### src/rtl/ifetch_unit.sv
// ifetch_unit: owns the PC and keeps one instruction-memory fetch outstanding at a time.
// Returned words are buffered with their PC in a small FIFO that feeds decode over valid/ready.
// A redirect flushes the FIFO and restarts fetch at the target. If the redirect arrives while a
// request is still waiting for its ack, the fetch unit waits for that ack and discards the word.
// Optional build macro IFETCH_MISALIGN_TRAP_EN: a redirect to a target that is not word aligned
// raises a one-cycle misalign_err and halts fetch. Without the macro the low two target bits are
// ignored.
module ifetch_unit #(
    parameter logic [31:0] RESET_PC   = 32'h0000_0000,
    parameter int          FIFO_DEPTH = 2
) (
    input  logic        clk,
    input  logic        rst,
    output logic        imem_req,
    output logic [31:0] imem_addr,
    input  logic        imem_ack,
    input  logic [31:0] imem_rdata,
    input  logic        redirect_valid,
    input  logic [31:0] redirect_pc,
    output logic        instr_valid,
    input  logic        instr_ready,
    output logic [31:0] instr,
    output logic [31:0] instr_pc,
    output logic        misalign_err
);
    localparam int            AW      = $clog2(FIFO_DEPTH);
    localparam int            CW      = $clog2(FIFO_DEPTH + 1);
    localparam logic [CW-1:0] DEPTH_C = CW'(FIFO_DEPTH);
    localparam logic [31:0]   NOP     = 32'h0000_0013;

    // state | meaning
    // FETCH | normal operation: request, push acked words, advance pc
    // DROP  | stale request outstanding after a redirect; wait for its ack, discard the data
    // HALT  | misaligned redirect trapped; no requests until an aligned redirect (macro only)
    typedef enum logic [1:0] {
        ST_FETCH = 2'd0,
`ifdef IFETCH_MISALIGN_TRAP_EN
        ST_HALT  = 2'd2,
`endif
        ST_DROP  = 2'd1
    } state_t;

    state_t        state_q, state_d;
    logic [31:0]   pc_q, pc_d;
    logic [31:0]   target_q, target_d;
    logic          req_q, req_d;
    logic [AW-1:0] rd_ptr_q, rd_ptr_d, wr_ptr_q, wr_ptr_d;
    logic [CW-1:0] count_q, count_d;
    logic [31:0]   fifo_instr [FIFO_DEPTH];
    logic [31:0]   fifo_pc    [FIFO_DEPTH];
    logic          push, pop, flush, acked;
    logic [31:0]   tgt;

`ifdef IFETCH_MISALIGN_TRAP_EN
    logic misal;
    logic halt_pend_q, halt_pend_d;
    logic err_q;
    assign tgt          = redirect_pc;
    assign misal        = |redirect_pc[1:0];
    assign misalign_err = err_q;
`else
    logic [1:0] unused_pc_lsb;
    assign unused_pc_lsb = redirect_pc[1:0];
    assign tgt           = {redirect_pc[31:2], 2'b00};
    assign misalign_err  = 1'b0;
`endif

    assign acked       = req_q && imem_ack;
    assign imem_req    = req_q;
    assign imem_addr   = pc_q;
    assign instr_valid = (count_q != '0);
    assign instr       = instr_valid ? fifo_instr[rd_ptr_q] : NOP;
    assign instr_pc    = instr_valid ? fifo_pc[rd_ptr_q] : 32'h0;

    // Next-state, pc, FIFO bookkeeping and request generation; redirect outranks push/pop
    always_comb begin
        state_d  = state_q;
        pc_d     = pc_q;
        target_d = target_q;
        rd_ptr_d = rd_ptr_q;
        wr_ptr_d = wr_ptr_q;
        count_d  = count_q;
        push     = 1'b0;
        pop      = 1'b0;
        flush    = 1'b0;
`ifdef IFETCH_MISALIGN_TRAP_EN
        halt_pend_d = halt_pend_q;
`endif
        case (state_q)
            ST_FETCH: begin
                if (redirect_valid) begin
                    flush = 1'b1;
                    if (req_q && !imem_ack) begin
                        state_d  = ST_DROP;
                        target_d = tgt;
`ifdef IFETCH_MISALIGN_TRAP_EN
                        halt_pend_d = misal;
                    end else if (misal) begin
                        state_d = ST_HALT;
`endif
                    end else begin
                        pc_d = tgt;
                    end
                end else begin
                    push = acked;
                    pop  = instr_valid && instr_ready;
                    if (acked) pc_d = pc_q + 32'd4;
                end
            end
            ST_DROP: begin
                if (redirect_valid) begin
                    flush    = 1'b1;
                    target_d = tgt;
`ifdef IFETCH_MISALIGN_TRAP_EN
                    halt_pend_d = misal;
`endif
                end
                if (acked) begin
`ifdef IFETCH_MISALIGN_TRAP_EN
                    if (halt_pend_d) begin
                        state_d = ST_HALT;
                    end else begin
                        state_d = ST_FETCH;
                        pc_d    = target_d;
                    end
`else
                    state_d = ST_FETCH;
                    pc_d    = target_d;
`endif
                end
            end
`ifdef IFETCH_MISALIGN_TRAP_EN
            ST_HALT: begin
                if (redirect_valid) begin
                    flush = 1'b1;
                    if (!misal) begin
                        state_d = ST_FETCH;
                        pc_d    = tgt;
                    end
                end
            end
`endif
            default: state_d = ST_FETCH;
        endcase

        if (flush) begin
            count_d  = '0;
            rd_ptr_d = '0;
            wr_ptr_d = '0;
        end else begin
            if (push) wr_ptr_d = wr_ptr_q + AW'(1);
            if (pop)  rd_ptr_d = rd_ptr_q + AW'(1);
            count_d = count_q + CW'(push) - CW'(pop);
        end

        // An unacked request is held; otherwise only request when a slot is guaranteed at ack
        if (req_q && !imem_ack) req_d = 1'b1;
        else                    req_d = (state_d == ST_FETCH) && (count_d < DEPTH_C);
    end

    // State, pc and FIFO pointer registers with synchronous reset
    always_ff @(posedge clk) begin
        if (rst) begin
            state_q  <= ST_FETCH;
            pc_q     <= RESET_PC;
            target_q <= RESET_PC;
            req_q    <= 1'b0;
            rd_ptr_q <= '0;
            wr_ptr_q <= '0;
            count_q  <= '0;
`ifdef IFETCH_MISALIGN_TRAP_EN
            halt_pend_q <= 1'b0;
            err_q       <= 1'b0;
`endif
        end else begin
            state_q  <= state_d;
            pc_q     <= pc_d;
            target_q <= target_d;
            req_q    <= req_d;
            rd_ptr_q <= rd_ptr_d;
            wr_ptr_q <= wr_ptr_d;
            count_q  <= count_d;
`ifdef IFETCH_MISALIGN_TRAP_EN
            halt_pend_q <= halt_pend_d;
            err_q       <= redirect_valid && misal;
`endif
        end
    end

    // FIFO storage: word and its fetch PC written together on push
    always_ff @(posedge clk) begin
        if (push) begin
            fifo_instr[wr_ptr_q] <= imem_rdata;
            fifo_pc[wr_ptr_q]    <= pc_q;
        end
    end

endmodule

### config.mk
export PLATFORM = sky130hd
export DESIGN_NAME = ifetch_unit
export DESIGN_NICKNAME = d
export VERILOG_FILES = /design/src/rtl/ifetch_unit.sv
export SDC_FILE = /design/constraint.sdc
export NUM_CORES = 1
export LEC_CHECK = 0
export CORE_ASPECT_RATIO = 1.75
export CORE_MARGIN = 1
export CORE_UTILIZATION = 54
export CTS_BUF_LIST = sky130_fd_sc_hd__clkbuf_8
export CTS_CLUSTER_SIZE = 20
export DETAILED_ROUTE_END_ITERATION = 7
export GPL_ROUTABILITY_DRIVEN = 0
export PLACE_DENSITY = 0.83
export SETUP_SLACK_MARGIN = 0.1
export SLEW_MARGIN = 0
export SYNTH_ARGS = -nofsm -noshare
export SYNTH_HDL_FRONTEND = slang
export SYNTH_SLANG_ARGS = --single-unit
### constraint.sdc
create_clock -name clk -period 5.35 [get_ports clk]
set_input_delay 0.535 -clock clk [delete_from_list [all_inputs] [get_ports clk]]
set_output_delay 0.535 -clock clk [all_outputs]
set_load 0.05 [all_outputs]
### After elaboration in Yosys (flattened, before gate mapping)

Memories as Yosys holds them, arrays and structs flattened. A register that Yosys moved wholly into a read port is not among the register bits.
Index checks and enable logic that the tools add are counted.

| word-level totals | value |
|---|---|
| flip-flop bits (word level) | 71 |
| bits in latches | 0 |
| bits in writable memories | 128 |
| ROM bits | 0 |
| input port bits | 69 |
| word-level logic and storage cells | 63 |
| memories | 2 |

| cells by class | value |
|---|---|
| add/subtract/negate cells | 5 |
| multipliers | 0 |
| div/mod/pow operators | 0 |
| magnitude comparators | 1 |
| equal/unequal tests | 6 |
| shifts and indexed selects | 0 |
| multiplexer cells | 29 |
| bitwise logic cells | 0 |
| reduce and logical (&&, ||, !) cells | 13 |

Memory list:

| memory | depth | width | read ports | clocked after Yosys merged registers in | wr ports | line | RTL |
|---|---|---|---|---|---|---|---|
| fifo_instr | 2 | 32 | 1 | 1 | 1 | 49 | `logic [31:0] fifo_instr [FIFO_DEPTH];` |
| fifo_pc | 2 | 32 | 1 | 1 | 1 | 50 | `logic [31:0] fifo_pc [FIFO_DEPTH];` |

Operator list:

| kind | count |
|---|---|
| two-way mux 32 bit | 9 |
| one-hot mux 32 bit (2 select lines) | 2 |
| adder 32 x 3 -> 32 bit, second input constant | 1 |
| two-way mux 1 bit | 13 |
| two-way mux 2 bit | 4 |
| != test 2 bit, second input constant | 3 |
| != test 3 bit, second input constant | 2 |
| logical AND 1 bit | 4 |
| logical NOT 2 bit | 2 |
| one-hot mux 2 bit (2 select lines) | 1 |
| AND reduction 4 bit | 1 |
| nonzero test 2 bit | 2 |
| OR reduction 2 bit | 2 |
| AND reduction 3 bit | 1 |
| adder 1 bit, second input constant | 2 |
| adder 2 x 1 -> 2 bit | 1 |
| == test 2 x 1 -> 1 bit, second input constant | 1 |
| < comparator 2 bit, second input constant | 1 |
| subtractor 2 x 1 -> 2 bit | 1 |
| logical NOT 1 bit | 1 |

### Logic depth before layout (Yosys ltp)

| depth | value |
|---|---|
| depth in word-level cells | 9 |
| gate-level depth with buffers | 14 |
| depth with buffers taken out | 12 |

### Worst setup path before layout

Ideal clock, no wire load.

| path | value |
|---|---|
| path type | flip-flop to flip-flop |
| start point | register req_q, in the netlist imem_req |
| end point | memory fifo_instr[0][0], enable pin |
| library setup time | 0.486 ns |
| arrival | 4.355 ns |
| data required time | 4.864 ns |
| setup slack | 0.509 ns |
| cell stages (with the launch flop) | 7 |
| buffers on the path | 1 |
| period minus slack after synthesis | 4.841 ns |
| path through | dfxtp_1 clkbuf_1 nand2_1 o32a_1 nor2_2 inv_1 nor2_1 |

| on the way | value |
|---|---|
| longest elaborated chain between the ends | 5 |

Ends and longest elaborated chain:

| what | line | RTL |
|---|---|---|
| from (decl) | 46 | `logic req_q, req_d;` |
| from (signal assigned) | 179 | `req_q <= req_d;` |
| logical AND 1 bit | 68 | `assign acked = req_q && imem_ack;` |
| two-way mux 1 bit | 91 | `if (redirect_valid) begin` |
| two-way mux 1 bit | 89 | `case (state_q)` |
| two-way mux 1 bit | 192 | `if (push) begin` |
| two-way mux 1 bit (not written as such) | 193 | `fifo_instr[wr_ptr_q] <= imem_rdata;` |
| to (decl) | 49 |  |

Every way passes these cells.

### Worst setup path in the final report

| path | value |
|---|---|
| start point | register state_q[1] |
| end point | register req_q, in the netlist imem_req |

| on the way | value |
|---|---|
| longest elaborated chain between the ends | 8 |
| elaborated cells between the ends (all ways) | 17 |
| classes of those cells | add/sub (2); order compare (1); eq/ne (1); mux (9); reduce/logical (4) |

Ends and longest elaborated chain:

| what | line | RTL |
|---|---|---|
| from (decl) | 43 | `state_t state_q, state_d;` |
| from (signal assigned) | 176 | `state_q <= state_d;` |
| logical NOT 2 bit | 89 |  |
| two-way mux 1 bit | 89 |  |
| adder 2 x 1 -> 2 bit | 153 | `count_d = count_q + CW'(push) - CW'(pop);` |
| subtractor 2 x 1 -> 2 bit | 153 |  |
| two-way mux 2 bit | 146 | `if (flush) begin` |
| < comparator 2 bit | 158 | `else req_d = (state_d == ST_FETCH) && (count_d < DEPTH_C);` |
| logical AND 1 bit (*) | 158 |  |
| two-way mux 1 bit (*) | 157 | `if (req_q && !imem_ack) req_d = 1'b1;` |

Every way passes the cells marked *; elsewhere a longest branch is shown, timed or not.
A chain may end at the register's enable or synchronous reset.

==> results.json <==
{
  "cellLeakagePower_nw": 3.40,
  "pwr-share-seq": 0.579,
  "clock-sinks": 200,
  "synth_area_leaders": "edfxtp_1, dfxtp_1, mux2i_1",
  "p_sw_mw": 0.828,
  "syn_inst": 771,
  "tritoncts": "done",
  "dr.pass1.iters": 5,
  "yosysTopAreaCell": "edfxtp_1",
  "post-cts-setup-buffer-count": 0,
  "final_common_cell": "clkdlybuf4s50_1",
  "root_buffer": "clkbuf_8",
  "final_nets": 986,
  "max_freq_mhz": 255,
  "rsz0062_at_grt": "false",
  "n_antenna_cell": 0,
  "ys_seq_elements": 200,
  "worst-setup-path-type": "reg2reg",
  "r2r_setup_slack_ps": 1430,
  "hold_class": "reg2reg",
  "ys_seq_area_frac": 0.614,
  "first_iter_violations": 381,
  "p_sw_frac": 0.277,
  "n_fill_cell": 1161,
  "netlist-cell-type-count": 62,
  "rows": 60,
  "yosysTopAreaCellShare": 0.446,
  "remaining_drc_errors": 0,
  "grt_pass1_vias": 6110,
  "clkTransAtPathRegs_ps": 100,
  "avgSynthCellArea_um2": 11.2,
  "crit_fanout": 19,
  "core_area_mm2": 0.0155,
  "fin_skew_ps": 17.4,
  "maxSlewViolCount": 0,
  "start_util": 0.557,
  "hold_slack_ps": 456,
  "die_h_um": 169,
  "power_frac_clock": 0.292,
  "fin_cells": 1112,
  "async_reset_ff_frac": 0,
  "cts_buffer_depth": 2,
  "syn_to_final_growth_pct": 24.7,
  "path_buf_inv": 2,
  "worstPathCellList": "nand2b_1 > nand2_1 > nor2_2 > inv_1 > ha_1 > inv_1 > ha_1 > xnor2_1 > xnor2_1 > nand3_1 > a21oi_1 > nor2_1",
  "synth_warnings": 0,
  "status": "finished clean",
  "cap_violations": 0,
  "synth.cell_area_mm2": 0.00861,
  "drtAntennaViolNets": 0,
  "crit_arrival_ps": 4230,
  "end_kind": "register",
  "dp_worst_setup_slack_ps": 1500,
  "powerDensity_mw_per_mm2": 279,
  "cpMaxStageDelayCell": "nand2b_1",
  "htree_levels": 4,
  "grt_use_total": 0.234,
  "wl_um": 19400,
  "cts_hold_buffers": 0,
  "dieArea_mm2": 0.0165,
  "fin_ws_ps": 1430,
  "overflow": 0,
  "synth-edff-count": 128,
  "grt_max_degree": 65,
  "placed_cells": 1081,
  "cp.required_ps": 5650,
  "start_kind": "register",
  "via_per_inst": 5.76,
  "finalCritPeriodShare": 0.733,
  "tightest_slew_ps": 1100,
  "slew_headroom": 0.265,
  "critical_path.max_stage_delay_ps": 680,
  "grt_pass1_wl_um": 30400,
  "post_drt_wl_per_cell_um": 17.4,
  "combPwrFrac": 0.129,
  "crit_family": "simple AND/OR/NAND/NOR gates",
  "power_mw": 2.99,
  "ios": 168,
  "dieWidth_um": 97.5,
  "hold_violations": 0,
  "ctsResizeCount": 0,
  "io_buffers": 164,
  "synthFlopType": "edfxtp_1",
  "timing.setup.tns_ps": 0,
  "vias": 6410,
  "ir_drop_v": 0.000227,
  "mostFrequentLayoutCells": "clkdlybuf4s50_1, edfxtp_1, nand2_1",
  "antenna_found_initial": 0,
  "numCtsBuffers": 17,
  "setup_violations": 0,
  "drive_above_1_share": 0.0680,
  "intPower_mw": 2.16,
  "timing.final.crit_period_ps": 3920,
  "dpl.hpwl_um": 13000,
  "clk_latency_ps": 450
}
## worst paths after layout
kind | startpoint | end | cells past startpoint
worst max-delay path | state_q[1] | imem_req | 12
worst min-delay path | target_q[12] | target_q[12] | 2
worst max register to register | state_q[1] | imem_req | 12
worst min register to register | target_q[12] | target_q[12] | 2
## area by class of cell
cell class,count,area (um2),area share
clock buffer,17,234,0.0218
clock inverter,14,118,0.0110
inverter,13,48.8,0.00454
multi-input combinational,509,3100,0.289
sequential,200,5290,0.493
tap,186,233,0.0217
timing repair buffer,173,1710,0.159
## kinds of logic (layout without fill, tap and decap cells)
logic type	Yosys count	after routing	share of synthesized area
simple gates	289	289	0.161
other cells	1	2	0.000436
mux	65	65	0.0756
buf+inv	63	217	0.0296
compound gates	138	138	0.103
xor+xnor	12	12	0.0122
flops	200	200	0.614
fa+ha+maj	3	3	0.00436
## worst reg2reg max path, cell delays in order, from the launching register on
cell and delay [ps]:
dfxtp_1 490, nand2b_1 680, nand2_1 600, nor2_2 530
inv_1 220, ha_1 330, inv_1 40, ha_1 180
xnor2_1 140, xnor2_1 250, nand3_1 110, a21oi_1 160
nor2_1 50
## stage by stage
stage           util  instance area, um2
2_1_floorplan      -                8610
3_3_place_gp   0.672               10400
3_5_place_dp   0.672               10400
4_1_cts        0.694               10700
5_1_grt        0.694               10700
6_report       0.694               10700
## flip-flops by register name, summed over array words and instances (netlist names), named ones only
signal	cells
target_q	32
fifo_pc	64
imem_req	1
count_q	2
state_q	2
fifo_instr	64
imem_addr	32
rd_ptr_q	1
wr_ptr_q	1
## layer usage
layer / global-route usage / part of all wire / up-vias
li1: - / - / 3086
met1: 0.272 / 0.40 / 3075
met2: 0.421 / 0.54 / 216
met3: 0.0458 / 0.045 / 33
met4: 0.0946 / 0.023 / 0
met5: 0 / 0 / -
## power groups by stage
stage / sequential (mW) / combinational [mW] / clock, mW
floorplan: 1.80 / 0.188 / 0
global placement: 1.76 / 0.380 / 0
detailed placement: 1.77 / 0.386 / 0
CTS: 1.73 / 0.387 / 0.886
global route: 1.74 / 0.409 / 0.949
finish: 1.73 / 0.385 / 0.873
## cells in the mapped netlist, types with 2 or more instances
cell,instances
nor2_1,96
a31oi_1,8
o21ai_1,4
dfxtp_1,72
and2_1,3
a2111oi_2,3
inv_1,12
nor2b_1,4
a31o_2,2
nand2b_1,6
a221o_1,2
a21oi_1,53
nand3b_1,7
nor4_1,5
or4_1,2
xor2_1,4
o211ai_1,6
nand2_1,95
and3_1,4
buf_1,5
nor3b_1,5
and4_1,3
o21ai_0,24
nand3_1,21
clkbuf_1,37
buf_2,6
a21o_1,3
o32ai_1,2
nand4_4,2
nand4_1,12
a2111oi_0,3
ha_1,3
a211oi_1,11
o21bai_1,2
mux2i_1,65
xnor2_1,8
nor3_1,15
edfxtp_1,128
o311ai_0,3
a221oi_1,3
Power figures use the tool's default switching activity.
